$ cat src/rtl/mdu.sv
// ---------------------------------------------------------------------------
// mdu: iterative 32-bit multiply/divide unit with HI/LO result registers.
//
// Multiply uses shift-add and divide uses restoring division, one bit per
// cycle, so every operation takes exactly 32 cycles after it is accepted.
// Signed operations run on operand magnitudes and fix the signs at the end.
//
// Ports
//   clk    in   1   clock, rising edge
//   rst    in   1   synchronous active-high reset
//   start  in   1   begin an operation (only honoured in IDLE)
//   op     in   2   00 MULTU, 01 MULT, 10 DIVU, 11 DIV
//   src_a  in  32   multiplicand / dividend; MTHI/MTLO data
//   src_b  in  32   multiplier / divisor
//   hi_we  in   1   MTHI strobe (IDLE only, start has priority)
//   lo_we  in   1   MTLO strobe (IDLE only, start has priority)
//   busy   out  1   operation in progress
//   done   out  1   one-cycle pulse when a new result first appears
//   hi     out 32   product upper word or remainder
//   lo     out 32   product lower word or quotient
// ---------------------------------------------------------------------------
module mdu (
    input  logic        clk,
    input  logic        rst,
    input  logic        start,
    input  logic [1:0]  op,
    input  logic [31:0] src_a,
    input  logic [31:0] src_b,
    input  logic        hi_we,
    input  logic        lo_we,
    output logic        busy,
    output logic        done,
    output logic [31:0] hi,
    output logic [31:0] lo
);

    localparam logic StIdle = 1'b0;
    localparam logic StRun  = 1'b1;

    logic        state_q, state_d;
    logic [4:0]  cnt_q, cnt_d;
    logic        is_div_q, is_div_d;
    logic        neg_lo_q, neg_lo_d;     // negate product / quotient
    logic        neg_hi_q, neg_hi_d;     // negate remainder
    logic        b_zero_q, b_zero_d;
    logic [31:0] a_raw_q, a_raw_d;       // original dividend, for divide-by-zero
    logic [31:0] b_mag_q, b_mag_d;       // addend (multiply) or divisor (divide)
    logic [63:0] acc_q, acc_d;           // {product} or {remainder, quotient}
    logic [31:0] hi_q, hi_d;
    logic [31:0] lo_q, lo_d;
    logic        done_q, done_d;

    // Operand magnitudes; op[0] selects the signed variants.
    logic [31:0] a_mag_in, b_mag_in;
    logic        a_neg_in, b_neg_in;

    always_comb begin
        a_neg_in = op[0] & src_a[31];
        b_neg_in = op[0] & src_b[31];
        a_mag_in = a_neg_in ? (~src_a + 32'd1) : src_a;
        b_mag_in = b_neg_in ? (~src_b + 32'd1) : src_b;
    end

    // One iteration of shift-add multiply: add the addend into the upper half
    // when the current multiplier bit is set, then shift right with carry.
    logic [32:0] mul_sum;
    logic [63:0] mul_next;

    always_comb begin
        mul_sum  = {1'b0, acc_q[63:32]} + (acc_q[0] ? {1'b0, b_mag_q} : 33'd0);
        mul_next = {mul_sum, acc_q[31:1]};
    end

    // One iteration of restoring division on {rem, quot}: the shifted partial
    // remainder is acc_q[63:31]; subtract the divisor only if it fits. The
    // difference is below the divisor, so 32 bits of it are enough.
    logic        div_ge;
    logic [31:0] div_rem_sub;
    logic [63:0] div_next;

    always_comb begin
        div_ge      = acc_q[63:31] >= {1'b0, b_mag_q};
        div_rem_sub = acc_q[62:31] - b_mag_q;
        div_next    = div_ge ? {div_rem_sub, acc_q[30:0], 1'b1} : {acc_q[62:0], 1'b0};
    end

    logic [63:0] acc_next;
    logic [63:0] prod_fix;
    logic [31:0] quot_fix, rem_fix;
    logic [31:0] res_hi, res_lo;

    always_comb begin
        acc_next = is_div_q ? div_next : mul_next;
        prod_fix = neg_lo_q ? (~mul_next + 64'd1) : mul_next;
        quot_fix = neg_lo_q ? (~div_next[31:0] + 32'd1) : div_next[31:0];
        rem_fix  = neg_hi_q ? (~div_next[63:32] + 32'd1) : div_next[63:32];
        if (!is_div_q) begin
            res_hi = prod_fix[63:32];
            res_lo = prod_fix[31:0];
        end else if (b_zero_q) begin
            res_hi = a_raw_q;
            res_lo = 32'hFFFF_FFFF;
        end else begin
            res_hi = rem_fix;
            res_lo = quot_fix;
        end
    end

    always_comb begin
        state_d  = state_q;
        cnt_d    = cnt_q;
        is_div_d = is_div_q;
        neg_lo_d = neg_lo_q;
        neg_hi_d = neg_hi_q;
        b_zero_d = b_zero_q;
        a_raw_d  = a_raw_q;
        b_mag_d  = b_mag_q;
        acc_d    = acc_q;
        hi_d     = hi_q;
        lo_d     = lo_q;
        done_d   = 1'b0;

        if (state_q == StIdle) begin
            if (start) begin
                // Start wins over MTHI/MTLO; the strobes are dropped.
                state_d  = StRun;
                cnt_d    = 5'd0;
                is_div_d = op[1];
                neg_lo_d = a_neg_in ^ b_neg_in;
                neg_hi_d = a_neg_in;
                b_zero_d = (src_b == 32'd0);
                a_raw_d  = src_a;
                b_mag_d  = b_mag_in;
                acc_d    = {32'd0, a_mag_in};
            end else begin
                if (hi_we) hi_d = src_a;
                if (lo_we) lo_d = src_a;
            end
        end else begin
            acc_d = acc_next;
            cnt_d = cnt_q + 5'd1;
            if (cnt_q == 5'd31) begin
                // Iteration 32: publish the result, leave RUN.
                hi_d    = res_hi;
                lo_d    = res_lo;
                done_d  = 1'b1;
                state_d = StIdle;
            end
        end
    end

    always_ff @(posedge clk) begin
        if (rst) begin
            state_q  <= StIdle;
            cnt_q    <= 5'd0;
            is_div_q <= 1'b0;
            neg_lo_q <= 1'b0;
            neg_hi_q <= 1'b0;
            b_zero_q <= 1'b0;
            a_raw_q  <= 32'd0;
            b_mag_q  <= 32'd0;
            acc_q    <= 64'd0;
            hi_q     <= 32'd0;
            lo_q     <= 32'd0;
            done_q   <= 1'b0;
        end else begin
            state_q  <= state_d;
            cnt_q    <= cnt_d;
            is_div_q <= is_div_d;
            neg_lo_q <= neg_lo_d;
            neg_hi_q <= neg_hi_d;
            b_zero_q <= b_zero_d;
            a_raw_q  <= a_raw_d;
            b_mag_q  <= b_mag_d;
            acc_q    <= acc_d;
            hi_q     <= hi_d;
            lo_q     <= lo_d;
            done_q   <= done_d;
        end
    end

    assign busy = (state_q == StRun);
    assign done = done_q;
    assign hi   = hi_q;
    assign lo   = lo_q;

endmodule

$ cat config.mk
export PLATFORM = sky130hd
export DESIGN_NAME = mdu
export DESIGN_NICKNAME = d
export VERILOG_FILES = /design/src/rtl/mdu.sv
export SDC_FILE = /design/constraint.sdc
export NUM_CORES = 1
export LEC_CHECK = 0
export CELL_PAD_IN_SITES_DETAIL_PLACEMENT = 0
export CELL_PAD_IN_SITES_GLOBAL_PLACEMENT = 1
export CORE_MARGIN = 4
export CORE_UTILIZATION = 48
export DETAILED_ROUTE_END_ITERATION = 10
export HOLD_SLACK_MARGIN = 0.06
export PLACE_DENSITY = 0.93
export SKIP_LAST_GASP = 1
export SYNTH_ARGS = -nofsm -noshare
export SYNTH_HDL_FRONTEND = slang
export SYNTH_SLANG_ARGS = --single-unit
$ cat constraint.sdc
create_clock -name clk -period 11.9 [get_ports clk]
set_clock_uncertainty 0.15 [all_clocks]
set_input_delay 2.38 -clock clk [delete_from_list [all_inputs] [get_ports clk]]
set_output_delay 2.38 -clock clk [all_outputs]
set_load 0.01 [all_outputs]
---- Word-level counts from Yosys, hierarchy flattened ----
Cells that the tools add are included.
operators by class
  add/subtract/negate cells ............... 8
  $lt $le $gt $ge ......................... 1
  equal/unequal tests ..................... 3
  mux-type cells .......................... 28
  bitwise operators ....................... 9
  reductions and logical operators ........ 8
operators with widths
  kind                   count
  $mux 32                17
  $mux 64                5
  $add 32x1->32 const B  4
  $not 32->32            4
  $add 64x1->64 const B  1
  $not 64->64            1
  $add 32x32->33         1
  $ge 33x32->1           1
  $logic_not 32->1       1
  $sub 32x32->32         1
  $mux 5                 2
  $reduce_and 3->1       2
  $reduce_bool 2->1      3
  $add 5x1->5 const B    1
  $eq 5x5->1 const B     1
  $mux 1                 4
  $ne 2x1->1 const B     2
  $and 1x1->1            2
  $reduce_and 2->1       1
  $reduce_or 2->1        1
  $not 1->1              1
  $xor 1x1->1            1
word-level totals
  bits in registers ....................... 203
  bits of input ports ..................... 71
  output and inout bits ................... 66
  word-level logic and storage cells ...... 69

---- Logic depth before layout (Yosys ltp) ----
Gate-level depths: netlist of run 1.
  word-level depth ........................ 9
  gate-level depth with buffers ........... 23
  gate-level depth less buffers ........... 19

---- Worst setup path after synthesis of run 1 ----
OpenSTA, ideal clock, no wires.
  path kind ............................... register -> register
  start point ............................. reg acc_q[34]
  end point ............................... reg hi_q[26], in the netlist hi[26]
  library setup time ...................... 0.092 ns
  data arrival time ....................... 5.091 ns
  data required time ...................... 11.658 ns
  setup slack ............................. 6.567 ns
  stages on the path, launching flop included .. 22
  path buffers ............................ 4
  clock period less this slack ............ 5.333 ns
  path through ............................ dfxtp_1 -> ha_1 -> clkbuf_2 -> o211a_1 -> a21boi_0 -> o211ai_1 -> a311oi_1 -> or2_1 -> buf_4 -> buf_2 -> buf_4 -> mux2i_1 -> ha_1 -> nand2_1 -> or4_1 -> or4_1 -> nor3_1 -> a31oi_1 -> o41ai_1 -> xor2_1 -> o221a_2 -> nor4_1
on the way
  word-level cells in the longest chain between the ends .. 9
  elaborated cells between the ends (all ways) .. 14
  classes of those cells .................. add/sub: 4; order compare: 1; mux: 7; bitwise: 2
RTL lines
  what                                                   line    source
  from (decl)                                            48      logic [63:0] acc_q, acc_d;
  from (signal assigned)                                 162     acc_q <= 64'd0;
  from (signal assigned)                                 175     acc_q <= acc_d;
  $sub 32x32->32 / $ge 33x32->1 (equally long branches)  83, 82
  $mux 64                                                84      div_next = div_ge ? {div_rem_sub, acc_q[30:0], 1'b1} : {acc_q[62:0], 1'b0};
  $not 32->32                                            96      rem_fix = neg_hi_q ? (~div_next[63:32] + 32'd1) : div_next[63:32];
  $add 32x1->32                                          96
  $mux 32                                                96
  $mux 32                                                100     end else if (b_zero_q) begin
  $mux 32 *                                              97      if (!is_div_q) begin
  $mux 32 *                                              142     if (cnt_q == 5'd31) begin
  $mux 32 *                                              123     if (state_q == StIdle) begin
  to (signal assigned)                                   176     hi_q <= hi_d;
  to (decl)                                              49      logic [31:0] hi_q, hi_d;
Every way passes the cells marked *; elsewhere a longest branch is shown, timed or not. The select of a mux whose other input is x is not followed.
A chain may end at the register's enable or synchronous reset.

---- Worst setup path after layout of run 1 ----
Ends and elaborated chain as after synthesis.

==> results of run 1 <==
-- power breakdown --
part | total, W | leakage [nW] | switching, W | internal (W)
combinational | 0.000744 | 5.69 | 0.000481 | 0.000263
clock | 0.000900 | 0.484 | 0.000334 | 0.000566
sequential | 0.000775 | 1.67 | 0.0000523 | 0.000723
-- flip-flops by register name, summed over array words and instances, names as in the netlist, 5 cells and up --
register  count
b_mag_q      32
lo           32
a_raw_q      32
cnt_q         5
acc_q        64
hi           32
-- tightest hold or removal path, cell delays in order, from the launching register on --
cell	delay, ns
dfxtp_1	0.31
nand2_1	0.05
a21oi_1	0.05
-- path summary, 6_finish.rpt --
| path | startpoint | end | slack, ns | depth (start not counted) |
|---|---|---|---|---|
| worst max-delay path | acc_q[34] | hi[26] | 5.67 | 17 |
| worst min-delay path | b_mag_q[31] | b_mag_q[31] | 0.30 | 2 |
| worst max register to register | acc_q[34] | hi[26] | 5.67 | 17 |
| worst min register to register | b_mag_q[31] | b_mag_q[31] | 0.30 | 2 |
-- stage by stage --
stage | cells | util (%)
detailed placement | 3093 | 52.7
global placement | 3093 | 52.7
CTS | 3141 | 55.2
finish | 3141 | 55.2
floorplan | 2629 | -
global route | 3141 | 55.2
-- cells in the final DEF, fill, tap and decap left out, drive strengths merged, types with 11 or more instances in the layout --
master	Yosys	final
clkdlybuf4s50	0	134
a21o	24	24
or4	14	14
nand4	28	28
buf	40	30
and3	30	30
nor2b	19	19
o221ai	27	27
o31ai	37	37
a311oi	40	40
or2	11	11
a21oi	232	232
o211ai	32	32
or3	38	38
nor3	79	79
xor2	80	80
nor2	353	353
xnor2	119	119
a221oi	12	12
a31oi	36	36
a211oi	92	92
dfxtp	203	203
nor4	40	40
inv	67	67
nand3	29	29
clkbuf	171	41
ha	71	71
o21a	13	13
mux2i	70	70
and2	22	22
nand2	286	286
o21ai	157	157
nand2b	14	14
-- routing by layer --
layer	GRT usage (%)	part of all wire, %	vias up
met5	0	0.017	-
met4	19.0	6.6	2
met3	6.43	10	256
met2	55.5	44	1263
met1	45.6	39	9726
li1	-	-	9526
-- final cells by class --
type | instances | share of cell area [%]
Multi-Input combinational cell | 2146 | 64.1
Sequential cell | 203 | 19.5
Timing Repair Buffer | 164 | 7.50
Clock buffer | 41 | 4.01
Tap cell | 511 | 3.06
Inverter | 69 | 1.24
Clock inverter | 7 | 0.646
-- cell families (layout without fill, tap and decap cells) --
kind of cell               Yosys count  count (layout)
DFF                                203             203
muxes                               74              74
AOI/OAI and AO/OA                  803             803
adders and majority gates           73              73
and+or+nand+nor                    997             997
buffers and inverters              280             281
xor gates and xnor gates           199             199
==> qor.csv, run 1 <==
stage,metric,value,unit
cts,cts_setup_buffers,0,
final_layout,regArea,0.00407,mm2
route,dr.pass1.iters,6,
final_layout,multi_input_area,0.0134,mm2
floorplan,die_y,205,um
setup_path,crit_path_end_kind,flip-flop,
cts,cts_root_buffer,clkbuf_16,
setup_path,path_class,reg -> reg,
global_route,grt_pass1_vias,19300,
synthesis,yosysTopAreaCell,dfxtp_1,
sta,post-route-min-period,6.23,ns
synthesis,synth_flop_cell,dfxtp_1,
sta,tns,0,ns
setup_path,crit_slowest_cell,a311oi_1,
route,drcViolationCount,0,
setup_path,arrival,6.56,ns
floorplan,start_util,49.0,%
placement,io_buffers,136,
route,ant_nets,0,
synthesis,synth-xor-area-share,9.40,%
floorplan,std_cell_rows,71,
sta,slew_viol_final,0,
setup_path,worst-path-buf-inv,0,
cts,cts_tree,yes,
global_route,grtUsageTotal,35.1,%
sta,hold_ws,0.304,ns
power_and_ir_drop,power_per_cell_area,116,mW/mm2
power_and_ir_drop,finalPower,0.00242,W
sta,hold_viol,0,
route,vias,20800,
synthesis,avgSynthCellArea,7.05,um2
global_route,grt_pass1_wl,116,mm
synthesis,synth-simple-area-share,25.2,%
route,post_drt_via_cell_ratio,6.61,
synthesis,ys_ff_latch,203,
synthesis,synth_async_sr_flop_share,0,%
setup_path,critPathTopFamily,compound AO/OA/AOI/OAI gates,
synthesis,postSynthCellCount,2629,
global_route,grt_max_degree,94,
placement,place.gp.congestion,1.01,
global_route,antenna_found_initial,1,
sta,timing.final.ws_setup,5.67,ns
floorplan,num_io_pins,137,
sta,fin_crit_sh,52.4,%
synthesis,synth.area.top_cells,"dfxtp_1, nor2_1, a21oi_1",
final_layout,nFillCells,3712,
synthesis,synthAdderAreaFrac,5.01,%
synthesis,synth_fp_nets,2773,
synthesis,netlist_area,0.0185,mm2
floorplan,die_x,205,um
synthesis,synth_compound_area_share,28.5,%
route,wire_per_inst,24.5,um
floorplan,die-area,0.0418,mm2
synthesis,yosysMostFrequentCell,nor2_1,
floorplan,coreArea,0.0378,mm2
cts,clock_latency,0.57,ns
final_layout,layout-drive-gt1-share,4.56,%
setup_path,crit_path_max_fanout,10,
cts,clk_pin_slew,0.06,ns
sta,setup_viol,0,
synthesis,synth_top_family_by_area,compound AO/OA/AOI/OAI gates,
job,drv_cap,0,
status,status,finished clean,
synthesis,ys_warn_count,0,
power_and_ir_drop,vdd_drop_max,0.0941,mV
cts,clock_tree.buffer_depth,3,
sta,fmax,160,MHz
placement,dpl_worst_slack,5.84,ns
placement,dp_hpwl,57.7,mm
synthesis,ys_seq_area_share,21.9,%
final_layout,area_delta_synth_final,12.8,%
cts,cts_num_sinks,203,
synthesis,synth_cell_types,92,
worst_hold_path,hp-class,reg -> reg,
cts,cts_max_level,1,
sta,rsz0062_at_grt,no,
cts,ctsHoldBuffers,0,
sta,tightest_slew,1.46,ns
placement,place_area,0.0199,mm2
setup_path,critPathRequiredTime,12.23,ns
cts,cts_made_buffers,26,
final_layout,antenna_cells,0,
synthesis,synth-edff-count,0,
final_layout,fin_area,0.0209,mm2
synthesis,synth_common_cells,"nor2_1, nand2_1, a21oi_1, dfxtp_1, clkbuf_1",
route,finalWirelength,76.8,mm
power_and_ir_drop,leakage,7.84,nW
setup_path,cp_cell_sequence,"ha_1, o211a_1, a21boi_0, o211ai_1, a311oi_1, or2_2, mux2i_1, ha_1, nand2_1, or4_1, or4_1, nor3_1, a31oi_1, o41ai_1, xor2_1, o221a_2, nor4_1",
sta,slew_headroom,1.70,%
final_layout,fin_nets,2754,
global_route,grt_overflow_total,0,
synthesis,synth_top_area_share,21.9,%
cts,post_cts_resized,0,
route,drt-initial-drc-count,2363,
setup_path,start_kind,flip-flop,
setup_path,cpPeakStageDelay,0.82,ns
synthesis,synth.area.mux_share,4.08,%
Power figures use the tool's default switching activity.
==> run 2: changes to the inputs <==
Settings changed: CORE_UTILIZATION 48 to 44, PLACE_DENSITY 0.93 to 0.87.
Clock period 11.9 ns to 6.2 ns, I/O delays scaled along.
==> qor.csv, run 2 (synthesized netlist as in run 1, its figures left out) <==
stage,metric,value,unit
power_and_ir_drop,clkPwrFrac,35.2,%
final_layout,layout_common_cells,"nor2_1, nand2_1, a21oi_1, dfxtp_1, o21ai_0",
setup_path,crit_path_max_fanout,17,
worst_hold_path,min_from,a_raw_q[8],
final_layout,largest-register,acc_q,
cts,cts_made_buffers,27,
route,post_drt_via_cell_ratio,6.50,
final_layout,fin_nets,2817,
global_route,grtUsageTotal,34.0,%
route,finalWirelength,80.4,mm
setup_path,regToRegStartpoint,b_mag_q[2],
global_route,grt_pass1_wl,120,mm
route,vias,21000,
sta,fin_crit_sh,93.4,%
sta,slew_headroom,13.3,%
job,drv_cap,0,
cts,ctsHoldBuffers,0,
setup_path,path_class,reg -> reg,
floorplan,std_cell_rows,74,
power_and_ir_drop,switching_share,37.2,%
final_layout,fin_util,51.9,%
setup_path,crit_path_end_kind,flip-flop,
sta,post-route-min-period,5.79,ns
route,drt-initial-drc-count,2308,
sta,hold_viol,0,
global_route,grt_max_degree,100,
power_and_ir_drop,leakage,8.11,nW
route,drcViolationCount,0,
cts,clk_pin_slew,0.07,ns
final_layout,largest_reg_flops,64,
sta,tightest_slew,1.29,ns
power_and_ir_drop,p_comb_share,32.6,%
route,dr.pass1.iters,6,
cts,clock_latency,0.57,ns
floorplan,coreArea,0.0412,mm2
placement,place_area,0.0204,mm2
power_and_ir_drop,finalPower,0.00464,W
final_layout,area_delta_synth_final,15.3,%
cts,cts_max_level,1,
setup_path,start_kind,flip-flop,
power_and_ir_drop,vdd_drop_max,0.197,mV
global_route,grt_pass1_vias,19600,
worst_hold_path,hp-class,reg -> reg,
floorplan,num_io_pins,137,
power_and_ir_drop,p_switching,0.00173,W
placement,io_buffers,136,
final_layout,fin_area,0.0214,mm2
final_layout,mostFrequentLayoutCell,nor2_1,
sta,fmax,173,MHz
cts,cts_tree,yes,
final_layout,layout-drive-gt1-share,6.83,%
global_route,antenna_found_initial,3,
global_route,grt_overflow_total,0,
power_and_ir_drop,power_per_cell_area,217,mW/mm2
cts,cts_num_sinks,203,
route,ant_nets,0,
setup_path,critPathRequiredTime,6.51,ns
sta,tns,0,ns
status,status,finished clean,
sta,slew_viol_final,0,
placement,dp_hpwl,61.5,mm
sta,rsz0062_at_grt,no,
floorplan,die_x,213,um
setup_path,crit_start,b_mag_q[2],
cts,cts_root_buffer,clkbuf_16,
power_and_ir_drop,p_seq_share,32.2,%
power_and_ir_drop,intPower,0.00291,W
placement,place.gp.congestion,1.04,
floorplan,die-area,0.0455,mm2
sta,setup_viol,0,
route,wire_per_inst,24.9,um
setup_path,arrival,6.11,ns
floorplan,start_util,45.0,%
cts,clock_tree.buffer_depth,3,
floorplan,die_y,213,um
## run 2: layout make-up
| type | count | area (um2) |
|---|---|---|
| multi-input combinational | 2146 | 13400 |
| inverter | 69 | 259 |
| fill | 4117 | 19800 |
| clock buffer | 39 | 801 |
| timing repair buffer | 226 | 2050 |
| antenna | 1 | 2.50 |
| clock inverter | 10 | 111 |
| sequential | 203 | 4070 |
| tap | 532 | 666 |
## run 2: worst max-delay path: stages, from the launching register on
cell and delay, ns:
dfxtp_1 0.33, inv_1 0.06, ha_1 0.37, o211a_1 0.26, a21boi_0 0.18, o211ai_1 0.46, a311oi_1 0.15, buf_4 0.19
or2_2 0.34, buf_4 0.24, o21ai_1 0.21, ha_1 0.24, nand2_1 0.11, or4_1 0.55, or4_1 0.44, nor3_1 0.19
a31oi_1 0.22, o41ai_2 0.46, xor2_1 0.11, o221a_2 0.26, nor4_1 0.16
## run 2: power groups by stage
stage	Clock, W	Combinational [W]	Sequential [W]
2_1_floorplan	0	0.000954	0.00147
3_3_place_gp	0	0.00145	0.00152
3_5_place_dp	0	0.00146	0.00152
4_1_cts	0.00165	0.00147	0.00149
5_1_grt	0.00169	0.00161	0.00151
6_report	0.00163	0.00151	0.00149
## run 2: path summary, 6_finish.rpt
check             cells after the start  slack, ns    endpoint
setup / recovery                     20       0.41      hi[26]
hold / removal                        2       0.30  a_raw_q[8]
setup reg to reg                     20       0.41      hi[26]
hold reg to reg                       2       0.30  a_raw_q[8]
## run 2: layer usage
layer	GRT usage, %	vias up	wire length [um]
met3	6.10	186	7500
li1	-	9669	-
met1	45.2	10000	32900
met4	14.3	2	4140
met5	0	-	13
met2	54.5	1070	35900
## run 2: through the flow
stage	instances	hold slack (ns)	setup slack [ns]
floorplan	2629	0.282	0.867
global placement	3175	0.291	0.629
detailed placement	3175	0.296	0.458
CTS	3224	0.304	0.406
global route	3225	0.321	0.0173
finish	3226	0.304	0.406
## run 2: timing repair
item,4_1_cts,5_1_grt
gates resized for setup,0,3
buffers inserted,0,1
hold endpoints to repair,0,0
endpoints found under the setup margin,0,1
